## src/rtl/fighter_action_sequencer.sv

```systemverilog
// Turns debounced per-player button pulses into timed punch/kick/special actions
// with cooldown lockout, combo-window arming and idle-only movement pass-through.
module fighter_action_sequencer #(
  parameter int unsigned COMBO_WIN    = 8,
  parameter int unsigned PUNCH_LEN    = 4,
  parameter int unsigned KICK_LEN     = 6,
  parameter int unsigned SPECIAL_LEN  = 10,
  parameter int unsigned COOLDOWN_LEN = 3
) (
  input  logic       CLK,
  input  logic       RESET,
  input  logic       FACING,
  input  logic       LEFT_P,
  input  logic       RIGHT_P,
  input  logic       PUNCH_P,
  input  logic       KICK_P,
  output logic [2:0] ACTION,
  output logic       ACTION_START,
  output logic       BUSY,
  output logic       MOVE_L,
  output logic       MOVE_R
);

  typedef enum logic [1:0] {IDLE, ATTACK, COOLDOWN} state_t;
  typedef enum logic [2:0] {
    ACT_NONE    = 3'd0,
    ACT_PUNCH   = 3'd1,
    ACT_KICK    = 3'd2,
    ACT_SPECIAL = 3'd3
  } action_t;

  state_t     state_q, state_d;
  action_t    action_q, action_d;
  logic [7:0] phase_q, phase_d;
  logic [7:0] win_q, win_d;
  logic       armed_q, armed_d;
  logic       start_q, start_d;
  logic       busy_q, busy_d;
  logic       move_l_q, move_l_d;
  logic       move_r_q, move_r_d;
  logic       fwd_p, bwd_p;

  assign fwd_p = FACING ? RIGHT_P : LEFT_P;
  assign bwd_p = FACING ? LEFT_P : RIGHT_P;

  always_comb begin
    state_d  = state_q;
    action_d = action_q;
    phase_d  = phase_q;
    win_d    = (win_q != '0) ? win_q - 8'd1 : '0;
    // Armed expires after the cycle in which the window counter reads 1,
    // giving exactly COMBO_WIN armed cycles after the forward pulse.
    armed_d  = armed_q && (win_q > 8'd1);
    start_d  = 1'b0;
    move_l_d = 1'b0;
    move_r_d = 1'b0;

    case (state_q)
      IDLE: begin
        action_d = ACT_NONE;
        if (PUNCH_P) begin
          state_d = ATTACK;
          start_d = 1'b1;
          armed_d = 1'b0;
          if (armed_q) begin
            action_d = ACT_SPECIAL;
            phase_d  = 8'(SPECIAL_LEN);
          end else begin
            action_d = ACT_PUNCH;
            phase_d  = 8'(PUNCH_LEN);
          end
        end else if (KICK_P) begin
          state_d  = ATTACK;
          start_d  = 1'b1;
          armed_d  = 1'b0;
          action_d = ACT_KICK;
          phase_d  = 8'(KICK_LEN);
        end else if (LEFT_P && RIGHT_P) begin
          armed_d = 1'b0;
        end else if (fwd_p) begin
          armed_d  = 1'b1;
          win_d    = 8'(COMBO_WIN);
          move_l_d = LEFT_P;
          move_r_d = RIGHT_P;
        end else if (bwd_p) begin
          armed_d  = 1'b0;
          move_l_d = LEFT_P;
          move_r_d = RIGHT_P;
        end
      end
      ATTACK: begin
        if (phase_q <= 8'd1) begin
          action_d = ACT_NONE;
          if (COOLDOWN_LEN == 0) begin
            state_d = IDLE;
            phase_d = '0;
          end else begin
            state_d = COOLDOWN;
            phase_d = 8'(COOLDOWN_LEN);
          end
        end else begin
          phase_d = phase_q - 8'd1;
        end
      end
      COOLDOWN: begin
        action_d = ACT_NONE;
        if (phase_q <= 8'd1) begin
          state_d = IDLE;
          phase_d = '0;
        end else begin
          phase_d = phase_q - 8'd1;
        end
      end
      default: begin
        state_d  = IDLE;
        action_d = ACT_NONE;
        phase_d  = '0;
      end
    endcase

    busy_d = (state_d != IDLE);
  end

  always_ff @(posedge CLK) begin
    if (RESET) begin
      state_q  <= IDLE;
      action_q <= ACT_NONE;
      phase_q  <= '0;
      win_q    <= '0;
      armed_q  <= 1'b0;
      start_q  <= 1'b0;
      busy_q   <= 1'b0;
      move_l_q <= 1'b0;
      move_r_q <= 1'b0;
    end else begin
      state_q  <= state_d;
      action_q <= action_d;
      phase_q  <= phase_d;
      win_q    <= win_d;
      armed_q  <= armed_d;
      start_q  <= start_d;
      busy_q   <= busy_d;
      move_l_q <= move_l_d;
      move_r_q <= move_r_d;
    end
  end

  assign ACTION       = action_q;
  assign ACTION_START = start_q;
  assign BUSY         = busy_q;
  assign MOVE_L       = move_l_q;
  assign MOVE_R       = move_r_q;

endmodule

```

## config.mk

```make
export PLATFORM = sky130hd
export DESIGN_NAME = fighter_action_sequencer
export DESIGN_NICKNAME = d
export VERILOG_FILES = /design/src/rtl/fighter_action_sequencer.sv
export SDC_FILE = /design/constraint.sdc
export NUM_CORES = 1
export LEC_CHECK = 0
export ABC_AREA = 1
export BUFFER_PORTS_ARGS = -buffer_cell sky130_fd_sc_hd__clkbuf_2
export CAP_MARGIN = 20
export CORE_ASPECT_RATIO = 0.8
export CORE_UTILIZATION = 50
export CTS_CLUSTER_SIZE = 10
export DETAILED_ROUTE_END_ITERATION = 10
export PLACE_DENSITY = 0.7
export REMOVE_ABC_BUFFERS = 1
export SYNTH_ARGS = -nofsm -noshare
export SYNTH_HDL_FRONTEND = slang
export SYNTH_SLANG_ARGS = --single-unit
```

## constraint.sdc

```tcl
create_clock -name CLK -period 1.57 [get_ports CLK]
set_input_delay 0.314 -clock CLK [delete_from_list [all_inputs] [get_ports CLK]]
set_output_delay 0.314 -clock CLK [all_outputs]
set_load 0.005 [all_outputs]
```

[Word-level counts from Yosys, hierarchy flattened]
Index checks and enable logic that the tools add are counted.
Operators by class
  add/subtract/negate cells: 2
  magnitude comparators: 2
  equality and inequality tests: 4
  muxes and demuxes: 36
  bitwise logic cells: 1
  reduce and logical (&&, ||, !) cells: 7
Operators by type and width (number)
  8-bit two-way mux: 10
  8-bit one-hot mux with 3 select lines: 1
  8-bit by 1-bit subtractor with 8-bit output, second input constant: 2
  1-bit two-way mux: 14
  2-bit two-way mux: 6
  8-bit by 1-bit greater-than comparator with 1-bit output, second input constant: 1
  8-bit by 1-bit <= comparator with 1-bit output, second input constant: 1
  8-bit nonzero test: 1
  3-bit two-way mux: 2
  2-bit one-hot mux with 3 select lines: 1
  3-bit one-hot mux with 2 select lines: 1
  5-bit OR reduction: 1
  4-bit two-way mux: 1
  3-bit inequality test, second input constant: 1
  2-bit by 1-bit equality test with 1-bit output, second input constant: 1
  2-bit equality test, second input constant: 1
  1-bit logical AND: 2
  2-bit logical NOT: 1
  2-bit inequality test, second input constant: 1
  2-bit nonzero test: 1
  2-bit OR reduction: 1
  1-bit NOT: 1
Word-level totals
  register bits: 26
  bits of input ports: 7

[Longest topological paths before layout]
  word-level depth: 8
  gate-level depth with buffers: 11

[Worst setup path after synthesis]
OpenSTA, ideal clock, no wires.
  kind: reg2reg
  from: register phase_q[0]
  to: register phase_q[3]
  arrival: 1230 ps
  required time: 1514 ps
  path slack: 284 ps
  stages on the path, launching flop included: 12
  clock period less this slack: 1286 ps
  path through: dfxtp_1 -> inv_1 -> ha_1 -> nor2_1 -> nor2_1 -> nand2_1 -> nand2_2 -> inv_2 -> nand2_1 -> nand3_1 -> nand2_1 -> inv_1
Between the ends
  cells in the longest elaborated chain, start to end: 3
  elaborated cells on any way between the ends: 5
  classes of those cells: 1 x add/sub; 1 x order compare; 3 x mux
Ends and longest elaborated chain
  start, declared: line 34  | logic [7:0] phase_q, phase_d;
  start signal, assigned: line 138  | phase_q <= phase_d;
  8-bit by 1-bit subtractor with 8-bit output or 8-bit by 1-bit <= comparator with 1-bit output (tied branches)
  8-bit two-way mux, on equally long branches: line 107, 92
  8-bit one-hot mux with 3 select lines (*): line 58  | case (state_q)
Mark *: on every way between the ends. The rest lies on a longest branch, timed or not.
A chain may end at the register's enable or synchronous reset.

[Worst setup path in the final report]
  from: register phase_q[1]
  to: register phase_q[3]
Same word-level chain as after synthesis.

==> metrics <==
status finished clean; Power Density 2030 nW/um2; P&R area growth vs syn 10.5%; CP Launch Type register; Final WS setup 0.165 ns; Worst Path Arrival 1.66 ns; cell taking the most area after synthesis dfxtp_1; Hold WC Path Type in2reg; clk sinks 25; Syn Std Cell Area 1260 um2; max-slew violations 0; Vias/cell 4.96; sequential share of the synthesized area 39.6%; Core Region 2270 um2; Starting Density 55.7%; asr flop ratio synth 0%; post-cts repair resize count 0; fraction of layout cells with a size suffix above 1 16.9%; Layout Skew 0.00925 ns; hold buffer count at CTS 0; row cnt 15; ANT cells 0; # DRC 0; simple logic cell fraction of the synthesized area 33.0%; worst-path maximum fanout 5; routed wire length 2450 um; Max clock buf depth 2; vias in the first global route 1031; Vias 1135; htree depth 1; Detailed Place HPWL 1920 um; Final setup viols 0; Syn Area/Cell 7.03 um2; post-synth top area share 39.6%; Design Area, Final 1400 um2; synth cell count leaders nand2_1, dfxtp_1, nor2_1, nand3_1, inv_1; Setup WS pre-CTS 0.122 ns; RSZ-0062 raised after global routing no; IO Port Bufs 12; setup TNS 0 ns; first-pass GRT wire length 4330 um; CP Class reg2reg; GPL Wtd Cong 0.879; CTS root buf clkbuf_4; Static Leak 0.676 nW; first-pass iteration count of the detailed router 4; Req. time, crit path 1.82 ns; achievable frequency 712 MHz; nets@finish 208; Hold Vio Cnt, Final 0; largest family of logic cells by synthesized area simple AND/OR/NAND/NOR gates; fin crit period 1.40 ns; post-synth cell types 24; initial detailed-routing violation count 46; Yosys Warn Count 0; most frequent cell after synthesis nand2_1; Max VDD drop 969 uV; setup bufs post-CTS 0; total of max-cap violations 0; Total Routing Usage GR 21.4%; DP Area 1360 um2; total gr overflow 0; clock buffer count from CTS 3; I/O Pins 14; adder-cell share of the synthesized area 4.95%; antenna violations before repair 0; Compound-Gate Fraction of Synth Area 9.00%; die width 58.2 um; Routed wire per std cell 10.7 um; full die area 2740 um2; top cells by area, synth dfxtp_1, nand2_1, nand3_1; CTS tree done; largest net degree at the start of global routing 15; CTS clk-pin slew, worst paths 0.14 ns; xor/xnor share of the synthesized area 4.85%; ys flop type dfxtp_1; post-synthesis mux area share 0%; Post-Syn Instances 180; critical path endpoint category register; worst skew pair latency 0.33 ns; Final period util 89.5%; EDFF count, synth 0; Die Height 47.0 um; post-route antenna net violation count 0; Seq cells post-synth 25
worst max-delay path, cell delays in order (launching register included):
cell and delay [ns]:
dfxtp_1 0.33, inv_1 0.11, ha_2 0.24, nor2_1 0.06
nor2_1 0.12, nand2_2 0.10, nand2_2 0.10, inv_2 0.06
nand2_1 0.05, nand3_1 0.06, nand2_1 0.06, inv_1 0.03
cell families after synthesis:
kind of cell               Yosys count
AOI/OAI and AO/OA                   22
xor gates and xnor gates             7
adders and majority gates            5
buffers and inverters               27
and+or+nand+nor                     93
DFF                                 25
other                                1
path summary, 6_finish.rpt:
path,start,endpoint,slack (ns),cells after the start
hold / removal,LEFT_P,MOVE_L,0.24,3
setup reg to reg,phase_q[1],phase_q[3],0.17,11
hold reg to reg,ACTION[0],ACTION[0],0.48,2
setup / recovery,phase_q[1],phase_q[3],0.17,11
per-stage QoR:
| step | hold slack, ns | instances | util [%] | power (mW) |
|---|---|---|---|---|
| finish | 0.238 | 229 | 61.5 | 2.83 |
| global route | 0.235 | 229 | 61.5 | 3.12 |
| CTS | 0.224 | 229 | 61.3 | 2.82 |
| detailed placement | 0.457 | 225 | 60.1 | 2.52 |
| global placement | 0.446 | 225 | 60.1 | 2.48 |
| floorplan | 0.383 | 178 | - | 2.20 |
power breakdown:
group,total [mW],internal [mW],switching (mW)
clock,0.296,0.0958,0.200
sequential,1.02,0.848,0.168
combinational,1.52,0.582,0.940
total,2.83,1.53,1.31
area by class of cell:
class	instances	area, um2
Clock inverter	1	5.00
Tap cell	34	42.5
Timing Repair Buffer	13	67.6
Multi-Input combinational cell	128	664
Fill cell	202	873
Clock buffer	3	22.5
Sequential cell	25	502
Inverter	25	93.8
placed cells by master, fill, tap and decap left out, types with 3 or more instances in the layout:
cell      instances
nand2_2           3
a21oi_1          12
ha_1              4
nand3_1          20
clkbuf_4          3
inv_2             6
xor2_1            5
clkbuf_2         12
nand2_1          38
nor2_1           24
o21ai_1           4
inv_1            19
o21ai_0           5
dfxtp_1          24
flip-flops by register name, summed over array words and instances (netlist names):
register / cells
ACTION: 2
ACTION_START: 1
BUSY: 1
MOVE_L: 1
MOVE_R: 1
armed_q: 1
phase_q: 8
state_q: 2
win_q: 8
metal layers:
| metal | vias up | part of all wire (%) | track usage (%) |
|---|---|---|---|
| met5 | - | 0 | 0 |
| met4 | 0 | 1.9 | 11.0 |
| met3 | 5 | 3.3 | 4.96 |
| met2 | 22 | 43 | 34.9 |
| met1 | 510 | 51 | 27.2 |
| li1 | 598 | - | - |
No activity file was read; power rests on OpenSTA's default activity.
